<file path="src/rtl/mem_arbiter_if.sv">
// Bundle of the two client request ports and the single memory port seen by mem_arbiter.
// master = arbiter side, slave = clients plus memory.
`ifndef DEFAULT_MADDR_WIDTH
`define DEFAULT_MADDR_WIDTH 16
`endif
`ifndef DEFAULT_MDATA_WIDTH
`define DEFAULT_MDATA_WIDTH 32
`endif

interface mem_arbiter_if #(
    parameter int MADDR_WIDTH = `DEFAULT_MADDR_WIDTH,
    parameter int MDATA_WIDTH = `DEFAULT_MDATA_WIDTH
) ();
    logic                   c0_read_enable;
    logic                   c0_write_enable;
    logic [MADDR_WIDTH-1:0] c0_addr;
    logic [MDATA_WIDTH-1:0] c0_write_data;
    logic                   c0_read_ready;
    logic                   c0_write_ready;
    logic [MDATA_WIDTH-1:0] c0_read_data;

    logic                   c1_read_enable;
    logic                   c1_write_enable;
    logic [MADDR_WIDTH-1:0] c1_addr;
    logic [MDATA_WIDTH-1:0] c1_write_data;
    logic                   c1_read_ready;
    logic                   c1_write_ready;
    logic [MDATA_WIDTH-1:0] c1_read_data;

    logic                   mem_read_enable;
    logic                   mem_write_enable;
    logic [MADDR_WIDTH-1:0] mem_addr;
    logic [MDATA_WIDTH-1:0] mem_write_data;
    logic                   mem_read_ready;
    logic                   mem_write_ready;
    logic [MDATA_WIDTH-1:0] mem_read_data;
    logic                   mem_timeout;

    modport master (
        input  c0_read_enable, c0_write_enable, c0_addr, c0_write_data,
        output c0_read_ready, c0_write_ready, c0_read_data,
        input  c1_read_enable, c1_write_enable, c1_addr, c1_write_data,
        output c1_read_ready, c1_write_ready, c1_read_data,
        output mem_read_enable, mem_write_enable, mem_addr, mem_write_data,
        input  mem_read_ready, mem_write_ready, mem_read_data,
        output mem_timeout
    );

    modport slave (
        output c0_read_enable, c0_write_enable, c0_addr, c0_write_data,
        input  c0_read_ready, c0_write_ready, c0_read_data,
        output c1_read_enable, c1_write_enable, c1_addr, c1_write_data,
        input  c1_read_ready, c1_write_ready, c1_read_data,
        input  mem_read_enable, mem_write_enable, mem_addr, mem_write_data,
        output mem_read_ready, mem_write_ready, mem_read_data,
        input  mem_timeout
    );
endinterface

</file>
<file path="src/rtl/mem_arbiter.sv">
// Round-robin two-client arbiter in front of a single-port memory with
// enable-held-until-ready handshake, per-access timeout and a one-cycle release gap.
`ifndef DEFAULT_MADDR_WIDTH
`define DEFAULT_MADDR_WIDTH 16
`endif
`ifndef DEFAULT_MDATA_WIDTH
`define DEFAULT_MDATA_WIDTH 32
`endif

module mem_arbiter #(
    parameter int MADDR_WIDTH    = `DEFAULT_MADDR_WIDTH,
    parameter int MDATA_WIDTH    = `DEFAULT_MDATA_WIDTH,
    parameter int TIMEOUT_CYCLES = 1024
) (
    input  logic         clock,
    input  logic         reset,
    mem_arbiter_if.master bus
);
    localparam int CNT_WIDTH = $clog2(TIMEOUT_CYCLES);
    localparam logic [CNT_WIDTH-1:0] CNT_LAST = CNT_WIDTH'(TIMEOUT_CYCLES - 1);

    typedef enum logic [1:0] {
        ST_IDLE    = 2'd0,
        ST_BUSY    = 2'd1,
        ST_RELEASE = 2'd2
    } state_e;

    state_e                 state_q, state_d;
    logic                   last_grant_q, last_grant_d;
    logic                   owner_q, owner_d;
    logic                   op_write_q, op_write_d;
    logic [MADDR_WIDTH-1:0] addr_q, addr_d;
    logic [MDATA_WIDTH-1:0] wdata_q, wdata_d;
    logic [CNT_WIDTH-1:0]   cnt_q, cnt_d;
    logic [1:0]             rd_rdy_q, rd_rdy_d;
    logic [1:0]             wr_rdy_q, wr_rdy_d;
    logic [MDATA_WIDTH-1:0] rdata0_q, rdata0_d;
    logic [MDATA_WIDTH-1:0] rdata1_q, rdata1_d;
    logic                   timeout_q, timeout_d;

    logic                   req0_s, req1_s, mem_ack_s, done_s, busy_s;
    logic [MDATA_WIDTH-1:0] rvalue_s;

    assign req0_s    = bus.c0_read_enable | bus.c0_write_enable;
    assign req1_s    = bus.c1_read_enable | bus.c1_write_enable;
    assign mem_ack_s = bus.mem_read_ready | bus.mem_write_ready;
    assign done_s    = op_write_q ? bus.mem_write_ready : bus.mem_read_ready;
    assign busy_s    = (state_q == ST_BUSY);

    // Enables fall in the same cycle memory reports ready, so no second access is started.
    assign bus.mem_read_enable  = busy_s & ~op_write_q & ~mem_ack_s;
    assign bus.mem_write_enable = busy_s &  op_write_q & ~mem_ack_s;
    assign bus.mem_addr         = addr_q;
    assign bus.mem_write_data   = wdata_q;
    assign bus.mem_timeout      = timeout_q;
    assign bus.c0_read_ready    = rd_rdy_q[0];
    assign bus.c1_read_ready    = rd_rdy_q[1];
    assign bus.c0_write_ready   = wr_rdy_q[0];
    assign bus.c1_write_ready   = wr_rdy_q[1];
    assign bus.c0_read_data     = rdata0_q;
    assign bus.c1_read_data     = rdata1_q;

    // Next-state logic: grant, completion/timeout handling and release gap.
    always_comb begin
        state_d      = state_q;
        last_grant_d = last_grant_q;
        owner_d      = owner_q;
        op_write_d   = op_write_q;
        addr_d       = addr_q;
        wdata_d      = wdata_q;
        cnt_d        = cnt_q;
        rd_rdy_d     = 2'b00;
        wr_rdy_d     = 2'b00;
        rdata0_d     = rdata0_q;
        rdata1_d     = rdata1_q;
        timeout_d    = timeout_q;
        rvalue_s     = {MDATA_WIDTH{1'b0}};

        case (state_q)
            ST_IDLE: begin
                // A tie goes to the client that was not served last.
                if (req0_s && (!req1_s || last_grant_q)) begin
                    owner_d      = 1'b0;
                    last_grant_d = 1'b0;
                    op_write_d   = bus.c0_write_enable;
                    addr_d       = bus.c0_addr;
                    wdata_d      = bus.c0_write_data;
                    cnt_d        = {CNT_WIDTH{1'b0}};
                    state_d      = ST_BUSY;
                end else if (req1_s) begin
                    owner_d      = 1'b1;
                    last_grant_d = 1'b1;
                    op_write_d   = bus.c1_write_enable;
                    addr_d       = bus.c1_addr;
                    wdata_d      = bus.c1_write_data;
                    cnt_d        = {CNT_WIDTH{1'b0}};
                    state_d      = ST_BUSY;
                end else begin
                    state_d      = ST_IDLE;
                end
            end
            ST_BUSY: begin
                if (done_s || (cnt_q == CNT_LAST)) begin
                    if (done_s) begin
                        rvalue_s  = bus.mem_read_data;
                    end else begin
                        timeout_d = 1'b1;
                    end
                    if (op_write_q) begin
                        wr_rdy_d[owner_q] = 1'b1;
                    end else begin
                        rd_rdy_d[owner_q] = 1'b1;
                        if (owner_q) begin
                            rdata1_d = rvalue_s;
                        end else begin
                            rdata0_d = rvalue_s;
                        end
                    end
                    state_d = ST_RELEASE;
                end else begin
                    cnt_d = cnt_q + CNT_WIDTH'(1);
                end
            end
            ST_RELEASE: begin
                state_d = ST_IDLE;
            end
            default: begin
                state_d = ST_IDLE;
            end
        endcase
    end

    // State and output registers; reset discards any in-flight access.
    always_ff @(posedge clock or posedge reset) begin
        if (reset) begin
            state_q      <= ST_IDLE;
            last_grant_q <= 1'b1;
            owner_q      <= 1'b0;
            op_write_q   <= 1'b0;
            addr_q       <= {MADDR_WIDTH{1'b0}};
            wdata_q      <= {MDATA_WIDTH{1'b0}};
            cnt_q        <= {CNT_WIDTH{1'b0}};
            rd_rdy_q     <= 2'b00;
            wr_rdy_q     <= 2'b00;
            rdata0_q     <= {MDATA_WIDTH{1'b0}};
            rdata1_q     <= {MDATA_WIDTH{1'b0}};
            timeout_q    <= 1'b0;
        end else begin
            state_q      <= state_d;
            last_grant_q <= last_grant_d;
            owner_q      <= owner_d;
            op_write_q   <= op_write_d;
            addr_q       <= addr_d;
            wdata_q      <= wdata_d;
            cnt_q        <= cnt_d;
            rd_rdy_q     <= rd_rdy_d;
            wr_rdy_q     <= wr_rdy_d;
            rdata0_q     <= rdata0_d;
            rdata1_q     <= rdata1_d;
            timeout_q    <= timeout_d;
        end
    end
endmodule

</file>
<file path="src/flat_wrapper.sv">
// flat-port wrapper written by rule: the top's interface ports become plain ports
module mem_arbiter_flat 
#(
    parameter int MADDR_WIDTH    = `DEFAULT_MADDR_WIDTH,
    parameter int MDATA_WIDTH    = `DEFAULT_MDATA_WIDTH,
    parameter int TIMEOUT_CYCLES = 1024
)
  (clock, reset, bus_c0_read_enable, bus_c0_write_enable, bus_c0_addr, bus_c0_write_data, bus_c0_read_ready, bus_c0_write_ready, bus_c0_read_data, bus_c1_read_enable, bus_c1_write_enable, bus_c1_addr, bus_c1_write_data, bus_c1_read_ready, bus_c1_write_ready, bus_c1_read_data, bus_mem_read_enable, bus_mem_write_enable, bus_mem_addr, bus_mem_write_data, bus_mem_read_ready, bus_mem_write_ready, bus_mem_read_data, bus_mem_timeout);
  mem_arbiter_if #(.MADDR_WIDTH(MADDR_WIDTH), .MDATA_WIDTH(MDATA_WIDTH)) bus_i ();
  input  logic clock;
  input  logic reset;
  input wire logic [$bits(bus_i.c0_read_enable)-1:0] bus_c0_read_enable;
  input wire logic [$bits(bus_i.c0_write_enable)-1:0] bus_c0_write_enable;
  input wire logic [$bits(bus_i.c0_addr)-1:0] bus_c0_addr;
  input wire logic [$bits(bus_i.c0_write_data)-1:0] bus_c0_write_data;
  output wire logic [$bits(bus_i.c0_read_ready)-1:0] bus_c0_read_ready;
  output wire logic [$bits(bus_i.c0_write_ready)-1:0] bus_c0_write_ready;
  output wire logic [$bits(bus_i.c0_read_data)-1:0] bus_c0_read_data;
  input wire logic [$bits(bus_i.c1_read_enable)-1:0] bus_c1_read_enable;
  input wire logic [$bits(bus_i.c1_write_enable)-1:0] bus_c1_write_enable;
  input wire logic [$bits(bus_i.c1_addr)-1:0] bus_c1_addr;
  input wire logic [$bits(bus_i.c1_write_data)-1:0] bus_c1_write_data;
  output wire logic [$bits(bus_i.c1_read_ready)-1:0] bus_c1_read_ready;
  output wire logic [$bits(bus_i.c1_write_ready)-1:0] bus_c1_write_ready;
  output wire logic [$bits(bus_i.c1_read_data)-1:0] bus_c1_read_data;
  output wire logic [$bits(bus_i.mem_read_enable)-1:0] bus_mem_read_enable;
  output wire logic [$bits(bus_i.mem_write_enable)-1:0] bus_mem_write_enable;
  output wire logic [$bits(bus_i.mem_addr)-1:0] bus_mem_addr;
  output wire logic [$bits(bus_i.mem_write_data)-1:0] bus_mem_write_data;
  input wire logic [$bits(bus_i.mem_read_ready)-1:0] bus_mem_read_ready;
  input wire logic [$bits(bus_i.mem_write_ready)-1:0] bus_mem_write_ready;
  input wire logic [$bits(bus_i.mem_read_data)-1:0] bus_mem_read_data;
  output wire logic [$bits(bus_i.mem_timeout)-1:0] bus_mem_timeout;
  assign bus_i.c0_read_enable = bus_c0_read_enable;
  assign bus_i.c0_write_enable = bus_c0_write_enable;
  assign bus_i.c0_addr = bus_c0_addr;
  assign bus_i.c0_write_data = bus_c0_write_data;
  assign bus_c0_read_ready = bus_i.c0_read_ready;
  assign bus_c0_write_ready = bus_i.c0_write_ready;
  assign bus_c0_read_data = bus_i.c0_read_data;
  assign bus_i.c1_read_enable = bus_c1_read_enable;
  assign bus_i.c1_write_enable = bus_c1_write_enable;
  assign bus_i.c1_addr = bus_c1_addr;
  assign bus_i.c1_write_data = bus_c1_write_data;
  assign bus_c1_read_ready = bus_i.c1_read_ready;
  assign bus_c1_write_ready = bus_i.c1_write_ready;
  assign bus_c1_read_data = bus_i.c1_read_data;
  assign bus_mem_read_enable = bus_i.mem_read_enable;
  assign bus_mem_write_enable = bus_i.mem_write_enable;
  assign bus_mem_addr = bus_i.mem_addr;
  assign bus_mem_write_data = bus_i.mem_write_data;
  assign bus_i.mem_read_ready = bus_mem_read_ready;
  assign bus_i.mem_write_ready = bus_mem_write_ready;
  assign bus_i.mem_read_data = bus_mem_read_data;
  assign bus_mem_timeout = bus_i.mem_timeout;
  mem_arbiter #(.MADDR_WIDTH(MADDR_WIDTH), .MDATA_WIDTH(MDATA_WIDTH), .TIMEOUT_CYCLES(TIMEOUT_CYCLES)) u_core (.clock(clock), .reset(reset), .bus(bus_i));
endmodule
</file>
<file path="config.mk">
export PLATFORM = sky130hd
export DESIGN_NAME = mem_arbiter_flat
export DESIGN_NICKNAME = d
export VERILOG_FILES = /design/src/rtl/mem_arbiter_if.sv /design/src/rtl/mem_arbiter.sv /design/src/flat_wrapper.sv
export SDC_FILE = /design/constraint.sdc
export NUM_CORES = 1
export LEC_CHECK = 0
export CAP_MARGIN = 20
export CORE_MARGIN = 2
export CORE_UTILIZATION = 46
export CTS_CLUSTER_SIZE = 14
export DETAILED_ROUTE_END_ITERATION = 10
export PLACE_DENSITY_LB_ADDON = 0.05
export SLEW_MARGIN = 30
export SYNTH_ARGS = -nofsm -noshare
export SYNTH_HDL_FRONTEND = slang
export SYNTH_SLANG_ARGS = --single-unit
</file>
<file path="constraint.sdc">
create_clock -name clock -period 11.25 [get_ports clock]
set_input_delay 2.25 -clock clock [delete_from_list [all_inputs] [get_ports clock]]
set_output_delay 2.25 -clock clock [all_outputs]
set_load 0.05 [all_outputs]
</file>
Word level (Yosys, flattened, before mapping)
Cells that the tools add are included.
Word-level totals
  register bits after elaboration: 132
  bits in latches: 0
  memory bits (writable): 0
  bits in read-only memories: 0
  output and inout port bits: 119
  word-level logic and storage cells: 70
  memories: 0
Operators by class
  add/subtract/negate cells: 1
  multipliers: 0
  div/mod/pow operators: 0
  $lt $le $gt $ge: 2
  equality and inequality tests: 5
  shifts and indexed selects: 0
  muxes and demuxes: 26
  bitwise operators: 11
  reductions and logical operators: 13
Operators with widths (number)
  $mux W32: 3
  $mux W16: 2
  $mux W10: 3
  $pmux W10 S2: 1
  $mux W2: 8
  $add A10 B1 Y10 const B: 1
  $eq A10 B10 Y1 const B: 1
  $reduce_and A4 Y1: 2
  $mux W1: 7
  $reduce_and A3 Y1: 2
  $and A1 B1 Y1: 4
  $ne A2 B2 Y1 const B: 2
  $not A1 Y1: 4
  $pmux W2 S2: 1
  $reduce_bool A2 Y1: 2
  $ne A3 B1 Y1 const B: 1
  $or A1 B1 Y1: 3
  $eq A2 B1 Y1 const B: 1
  $logic_and A1 B1 Y1: 2
  $logic_not A2 Y1: 1
  $logic_or A1 B1 Y1: 2
  $lt A1 B2 Y1 const B: 1
  $reduce_and A2 Y1: 1
  $demux W1 S1: 1
  2 further kinds: 2

Depth between registers and ports, before layout
  depth in word-level cells: 7
  depth in mapped cells: 6
  mapped depth without buffers: 6

Least setup slack after synthesis
Ideal clock, no wire load.
  path kind: in2out
  from: input port bus_mem_read_ready
  to: output port bus_mem_read_enable
  arrival time: 3.805 ns
  required time: 9.000 ns
  slack: 5.195 ns
  cell stages on the path: 1
  buffers on the path: 0
  cells stage by stage: nor4_1
On the way
  word-level cells in the longest chain between the ends: 3
Ends and longest elaborated chain
  from (decl): RTL line flat_wrapper.sv:30  | input wire logic [$bits(bus_i.mem_read_ready)-1:0] bus_mem_read_ready;
  $or A1 B1 Y1: RTL line mem_arbiter.sv:46  | assign mem_ack_s = bus.mem_read_ready | bus.mem_write_ready;
  $not A1 Y1: RTL line mem_arbiter.sv:51  | assign bus.mem_read_enable = busy_s & ~op_write_q & ~mem_ack_s;
  $and A1 B1 Y1: RTL line mem_arbiter.sv:51
  to (decl): RTL line flat_wrapper.sv:26  | output wire logic [$bits(bus_i.mem_read_enable)-1:0] bus_mem_read_enable;
No other way between the ends.

Worst setup path in the final report
  from: input port bus_mem_write_ready
  to: output port bus_mem_read_enable
On the way
  word-level cells in the longest chain between the ends: 3
Ends and longest elaborated chain
  from (decl): RTL line flat_wrapper.sv:31  | input wire logic [$bits(bus_i.mem_write_ready)-1:0] bus_mem_write_ready;
  $or A1 B1 Y1: RTL line mem_arbiter.sv:46
  $not A1 Y1: RTL line mem_arbiter.sv:51
  $and A1 B1 Y1: RTL line mem_arbiter.sv:51
No other way between the ends.

==> results.md <==
- # H-tree levels: 4
- Skew-Pair Late Insertion Delay: 0.41 ns
- Clock Skews: 0.003739 ns
- Synth async-reset ratio: 1.000
- Via Count: 4569
- Top_reg_cell synth: dfrtp_1
- Drt drc: 0
- TritonCTS clock tree: built
- Wirelength per Cell: 16.69 um
- Core area: 12720 um2
- CTS Buffer Depth: 2
- Final wirelength: 15260 um
- Multiplexer share of the synthesized area: 0.2386
- Clock slew at reported path FFs: 0.05 ns
- IO Port Bufs: 254
- DRT iter0 DRCs: 291
- Detail Route Antenna Nets: 0
- Syn_area_per_cell: 12.57 um2
- Status: complete, no violations
- GR Layer Usage met2: 0.3675
- Die H: 118.5 um
- Routability congestion estimate: 0.8271
- Final hold vios: 0
- Worst hold slack: 0.4680 ns
- Simple-Gate Fraction of Synth Area: 0.1053
- Antenna Cells: 0
- Busiest grt layer: met2
- GR Overflow Total: 0
- Layout cell share with drive strength beyond 1: 0.1415
- Met3 Use GR: 0.08542
- CTS root buf: clkbuf_16
- Cells after Synth: 480
- Combinational family with the most area after synthesis: multiplexers
- # rows: 41
- Worst Setup End Kind: output port
- Yosys reg bits: 132
- HP Class: reg2reg
- Num CTS Buffers: 17
- Die width: 118.5 um
- Fmax: 163.8 MHz
- Resized cells post-CTS: 0
- # nets final: 866
- Setup TNS: 0 ns
- Cell Area, Synth: 6035 um2
- Part of the cycle the worst path needs: 0.5426
- CP Data Required Time: 9.00 ns
- Yosys warning total: 0
- Distinct cells, synth: 42
- Placed insts: 882
- Setup violators final: 0
- Setup CP Type: in2out
- Post-layout min period: 6.104 ns
- Measured slew at the worst slew-check pin: 0.8454 ns
- Synth Area in Compound Gates: 0.07547
- RSZ-0062 raised after global routing: no
- Area of placed instances: 8680 um2
- Syn nets: 617
- Most common cell after layout, fill and taps aside: clkdlybuf4s50_1
- Pre-Repair DR Iteration Count: 6
- Setup bufs post-CTS: 0
- PwrDens: 310.1 nW/um2
- Max_slew headroom: 0.4353
- Pleak: 0.004285 uW
- CP arrival: 3.85 ns
- GRT Util Overall: 0.2243
- Sequential-to-total area share from yosys stat: 0.5476
- TritonCTS Sinks: 132
- Max VDD drop: 0.0001677 V
- CTS Hold Bufs: 0
- Initial Util: 0.4743
- Final Worst Setup Slack: 5.146 ns
- Met1 GRT Util: 0.2616
- Largest net degree at the start of global routing: 77
- Die ar.: 14050 um2
- Area of all placed cells without fillers: 9220 um2
- Post-synth EDFFs: 0
- Global-route wire length before repair: 24620 um
- Synth-to-Final Area Change: 52.79%
- DP Wirelength: 11060 um
- CP max FO: 5
- Post-DR vias/cell: 4.999
- Final Slew Violations: 0
- Initial antenna violation count: 0
- Post-Synth Adder-Cell Area: 0.002073
- Startpoint Class: primary input
- Final non-filler cell total: 914
- Most frequent cells in the layout: 254 x clkdlybuf4s50_1, 131 x dfrtp_1, 58 x mux2_4, 56 x nand2_1, 51 x o21ai_0
- Synth Area in XOR/XNOR: 0
- Ports: 255
- Vias in the first global route: 4776
- Place WS: 5.149 ns
- Max Cap Viol: 0
through the flow:
stage               total power (uW)    util
detailed placement              2376  0.6822
floorplan                       1857       -
CTS                             2884  0.7244
global placement                2345  0.6822
global route                    3001  0.7247
finish                          2859  0.7247
where the power goes:
| group | internal, uW | switching [uW] |
|---|---|---|
| Clock | 309 | 189 |
| Combinational | 583 | 988 |
| Sequential | 671 | 118 |
| Total | 1560 | 1300 |
kinds of logic (layout without fill, tap and decap cells):
group,Yosys count,after routing
fa+ha+maj,1,1
flops,132,132
mux,114,114
buf+inv,36,298
compound gates,75,75
simple gates,122,122
registers in the layout, summed over array words and instances (netlist names):
signal,count
u_core.state_q,2
u_core.owner_q,1
u_core.bus.mem_timeout,1
u_core.bus.c1_read_data,32
u_core.wr_rdy_q,2
u_core.bus.mem_write_data,32
u_core.bus.mem_addr,16
u_core.cnt_q,10
u_core.rd_rdy_q,2
u_core.op_write_q,1
u_core.bus.c0_read_data,32
u_core.last_grant_q,1
path summary, 6_finish.rpt:
kind,from,endpoint,slack [ns],depth (start not counted)
worst max-delay path,bus_mem_write_ready,bus_mem_read_enable,5.15,3
worst min-delay path,u_core.bus.mem_timeout,u_core.bus.mem_timeout,0.47,1
worst max register to register,u_core.cnt_q[0],u_core.bus.c1_read_data[30],8.73,5
worst min register to register,u_core.bus.mem_timeout,u_core.bus.mem_timeout,0.47,1
max in group asynchronous,reset,u_core.bus.mem_write_data[16],7.81,3
min in group asynchronous,reset,u_core.rd_rdy_q[0],2.33,2
synthesized netlist by cell type, types with 2 or more instances:
cell / count / area, um2
a211o_1: 4 / 35.03
a21o_1: 2 / 15.01
a21oi_1: 3 / 15.01
a31oi_1: 2 / 12.51
and2_1: 34 / 212.7
and3_1: 2 / 12.51
buf_2: 5 / 25.02
buf_6: 6 / 67.56
clkbuf_1: 16 / 60.06
dfrtp_1: 131 / 3278
inv_1: 9 / 33.78
mux2_2: 7 / 78.83
mux2_4: 58 / 870.8
mux2i_1: 49 / 490.5
nand2_1: 56 / 210.2
nand3_1: 2 / 10.01
nand3_4: 2 / 35.03
nand4_1: 2 / 12.51
nor2_1: 7 / 26.28
nor3_1: 4 / 20.02
nor3b_1: 2 / 15.01
nor4_1: 5 / 31.28
o211ai_1: 3 / 22.52
o21ai_0: 51 / 255.2
critical path, cell delays in order:
cell and delay [ns]:
clkdlybuf4s50_1 0.49, nor4_1 0.27, clkdlybuf4s50_1 0.84
final cells by class:
class | count | area, um2
Fill cell | 909 | 3502
Sequential cell | 132 | 3304
Timing Repair Buffer | 257 | 2569
Multi-Input combinational cell | 312 | 2559
Clock buffer | 28 | 516.7
Tap cell | 172 | 215.2
Inverter | 9 | 36.28
Clock inverter | 4 | 20.02
metal layers:
metal  routed length [um]  part of all wire  up-vias
li1                     -                 -     2169
met5                    0                 0        -
met4                  472             0.031        0
met3                 1244             0.082       31
met2                 7297              0.48      186
met1                 6242              0.41     2183
No activity file was read; power rests on OpenSTA's default activity.
==> edit 1, RTL diff (config.mk and constraints unchanged) <==
`TIMEOUT_CYCLES` is set to 1024 in 2 places; all go to 4096.
--- a/src/rtl/mem_arbiter.sv
+++ b/src/rtl/mem_arbiter.sv
@@ -12,3 +12,3 @@
     parameter int MDATA_WIDTH    = `DEFAULT_MDATA_WIDTH,
-    parameter int TIMEOUT_CYCLES = 1024
+    parameter int TIMEOUT_CYCLES = 4096
 ) (
--- a/src/flat_wrapper.sv
+++ b/src/flat_wrapper.sv
@@ -5,3 +5,3 @@
     parameter int MDATA_WIDTH    = `DEFAULT_MDATA_WIDTH,
-    parameter int TIMEOUT_CYCLES = 1024
+    parameter int TIMEOUT_CYCLES = 4096
 )
Check against the original RTL: no difference found for any inputs over 4 cycles, from zero or initial values and one cycle with reset high; that may be too few to reach the edited logic, so the function may still have changed.
==> edit 1 against the original RTL <==
Synthesized area is 8.0% lower. Largest power group unchanged. Sequential cell count grew 2. Cell area shrank 4.4%. Count of clock-buffer cells in the layout shrank 2. Highest routed layer unchanged. Power up 4.7%. Combinational power grew 4%. Worst setup slack got worse by 25 ps. Non-clock buffer count up 4. Global-route usage grew 2.2 points. Wire length rose by 2.8%.
==> edit 1: results <==
placed_design:
  dp_hpwl_mm: 11.1
  port_buffers: 254
  placedCellCount: 843
  placed_area_um2: 8230
  gp_congestion: 0.783
  dp_slack_ps: 5100
worst_setup_path:
  arrival_ps: 3880
  ff2ff_path_depth: 6
  worstPathMaxFanout: 4
  timing.rr.start: "u_core.cnt_q[0]"
  rrSetupSlack_ps: 9070
  reg2reg_to: "u_core.cnt_q[9]"
global_routing:
  grtUsageTotal_pct: 24.7
  grt_pass1_wl_mm: 24.8
  grt_max_degree: 104
  first_global_vias: 4876
yosys:
  synth_fp_nets: 605
  synth_area_leaders: "dfrtp_1, a22o_1, mux2i_1, o21ai_0, nand2_1"
  syn_avg_cell_area_um2: 11.9
  yosysSeqAreaShare_pct: 60.4
  synth_cell_types: 45
  synth_commonest_cells: "dfrtp_1, a22o_1, nand2_1, o21ai_0, mux2i_1"
final_layout:
  nets: 852
  n_antenna_cell: 0
  inverters: 8
  utilization_pct: 74.0
  nonClkBufAreaFrac_pct: 29.5
  multi_input_cells: 293
  stdcell_count: 872
  clock_tree_area_fraction_pct: 6.63
  drive_above_1_share_pct: 6.21
  nClkBuffers: 26
  sh_seq_area_pct: 38.1
  multi_input_area_share_pct: 23.4
  fillers: 829
  nNonClkBuffers: 261
route:
  routed_wl_mm: 15.7
  first_iter_violations: 367
  viasPerCell: 5.37
  dr.pass1.iters: 5
timing:
  max_slew_margin_pct: 42.9
  finClkSkew_ps: 9.89
  holdWs_ps: 477
  finalSetupTns_ps: 0
  fmax_mhz: 163
power:
  vdd_drop_max_v: 0.000220
  clk-power_mw: 0.544
  p_sw_share_pct: 46.1
  p_sw_mw: 1.38
  power_frac_seq_pct: 27.5
  power.leakage_nw: 3.93
status:
  status: "finished clean"
min_path:
  hp-class: "flip-flop to flip-flop"
  hold_depth: 2
  hp-start: "u_core.bus.mem_addr[2]"
  min_to: "u_core.bus.mem_addr[2]"
clock_tree:
  cts_num_sinks: 134
  htreeDepth: 4
-- edit 1: cell types whose count changed after synthesis, sizes merged, moves of 3 or more --
| cell | before | now |
|---|---|---|
| nor2 | 7 | 10 |
| a211o | 4 | 1 |
| clkbuf | 16 | 20 |
| a31oi | 2 | 12 |
| a22o | 0 | 64 |
| mux2 | 65 | 0 |
| and2 | 34 | 2 |
-- edit 1: per-layer routing --
metal / up-vias / global-route usage, % / routed length (µm)
met2: 185 / 40.5 / 7750
li1: 2208 / - / -
met4: 0 / 10.7 / 368
met5: - / 0 / 0
met3: 20 / 8.34 / 1260
met1: 2267 / 29.8 / 6310
-- edit 1: kinds of logic (layout without fill, tap and decap cells) --
family	after synthesis	after routing	synth area share, %
AOI/OAI and AO/OA	154	154	19.8
adders and majority gates	1	1	0.225
buffers and inverters	41	298	3.09
DFF	134	134	60.4
muxes	49	49	9.06
and+or+nand+nor	89	89	7.42
==> edit 2, RTL diff (same settings) <==
Without the edit above. The 3 states of `state_e` get a one-hot encoding in 3 bits.
--- a/src/rtl/mem_arbiter.sv
+++ b/src/rtl/mem_arbiter.sv
@@ -21,6 +21,6 @@
 
-    typedef enum logic [1:0] {
-        ST_IDLE    = 2'd0,
-        ST_BUSY    = 2'd1,
-        ST_RELEASE = 2'd2
+    typedef enum logic [2:0] {
+        ST_IDLE    = 3'b001,
+        ST_BUSY    = 3'b010,
+        ST_RELEASE = 3'b100
     } state_e;
Behaviour: same outputs for any inputs over 4 cycles, from zero or initial values and one cycle with reset high; so few cycles prove little.
==> edit 2 against the original RTL <==
Worst hold slack improved by 7.3 ps. Cell count increased by 3.2%. Sequential cell count increased by 1. Power increased by 6.2%. Via count increased by 4.9%. Cell area decreased by 2.9%. Wire length increased by 4.1%. Synthesized area decreased by 4.3%. Worst setup slack improved by 5.2 ps. Critical path type unchanged. Largest cell class unchanged. Largest power group unchanged.
==> edit 2: results <==
worst_setup_path:
  slowest_stage: "clkdlybuf4s50_1"
  endpoint: "bus_mem_write_enable"
  ff2ff_path_depth: 4
  timing.rr.start: "u_core.op_write_q"
  worstPathMaxFanout: 3
  crit_start: "bus_mem_read_ready"
  reg2reg_to: "u_core.bus.c0_read_data[19]"
yosys:
  synth_fp_nets: 656
  synth_cell_types: 45
  synth_commonest_cells: "dfrtp_1, mux2i_1, nor2_1, a21oi_1, nand2_1"
  yosysSeqAreaShare_pct: 57.7
route:
  viasPerCell: 5.08
  dr.pass1.iters: 4
  routedWlPerCell_um: 16.8
  first_iter_violations: 338
min_path:
  hp-class: "flip-flop to flip-flop"
  min_to: "u_core.cnt_q[7]"
  hp-start: "u_core.cnt_q[7]"
global_routing:
  first_global_vias: 4930
  grt_pass1_wl_mm: 24.9
  grtUsageTotal_pct: 24.4
  grt_max_degree: 100
clock_tree:
  post_cts_resized: 0
final_layout:
  nets: 900
  drive_above_1_share_pct: 5.29
  fillers: 881
placed_design:
  gp_congestion: 0.852
status:
  status: "finished clean"
timing:
  finClkSkew_ps: 4.98
  worst_pin_slew_ps: 936
power:
  vdd_drop_max_v: 0.000184
  power.leakage_nw: 3.87
-- edit 2: kinds of logic (layout without fill, tap and decap cells) --
kind of cell    count (synthesis)  after routing  share of synthesized area (%)
mux                            82             82                           14.2
buf+inv                        72            328                           5.61
simple gates                  125            125                           9.81
flops                         133            133                           57.7
fa+ha+maj                       1              1                          0.217
compound gates                106            106                           12.5
-- edit 2: metal layers --
layer | global-route usage, % | wire length [µm]
met4 | 8.17 | 195
met5 | 0 | 0
met1 | 28.8 | 6040
met2 | 41.5 | 8280
met3 | 8.94 | 1380
-- edit 2: metrics by stage --
stage	power, mW	utilization (%)	instance area (µm²)	cells	setup WS, ps
6_report	3.04	73.9	8950	943	5150
5_1_grt	3.19	73.9	8950	943	5070
4_1_cts	3.06	73.9	8950	943	5120
3_5_place_dp	2.55	69.5	8420	912	5110
3_3_place_gp	2.51	69.5	8420	912	5150
2_1_floorplan	1.95	-	5780	519	5090
-- edit 2: layout make-up --
| cell class | count | area [µm²] | share of cell area, % |
|---|---|---|---|
| Clock buffer | 26 | 479 | 5.35 |
| Clock inverter | 5 | 50.0 | 0.559 |
| Inverter | 38 | 148 | 1.65 |
| Multi-Input combinational cell | 314 | 2150 | 24.0 |
| Sequential cell | 133 | 3330 | 37.2 |
| Tap cell | 168 | 210 | 2.35 |
| Timing Repair Buffer | 259 | 2580 | 28.9 |
-- edit 2: worst max-delay path: cells and delay by family --
family                 cells  cell delay (ps)
buffers and inverters      2             1290
and+or+nand+nor            1              310
-- edit 2: power breakdown --
| group | switching (mW) | total [mW] | internal, mW |
|---|---|---|---|
| clock network | 0.188 | 0.501 | 0.312 |
| registers | 0.134 | 0.839 | 0.705 |
| logic | 1.12 | 1.70 | 0.577 |
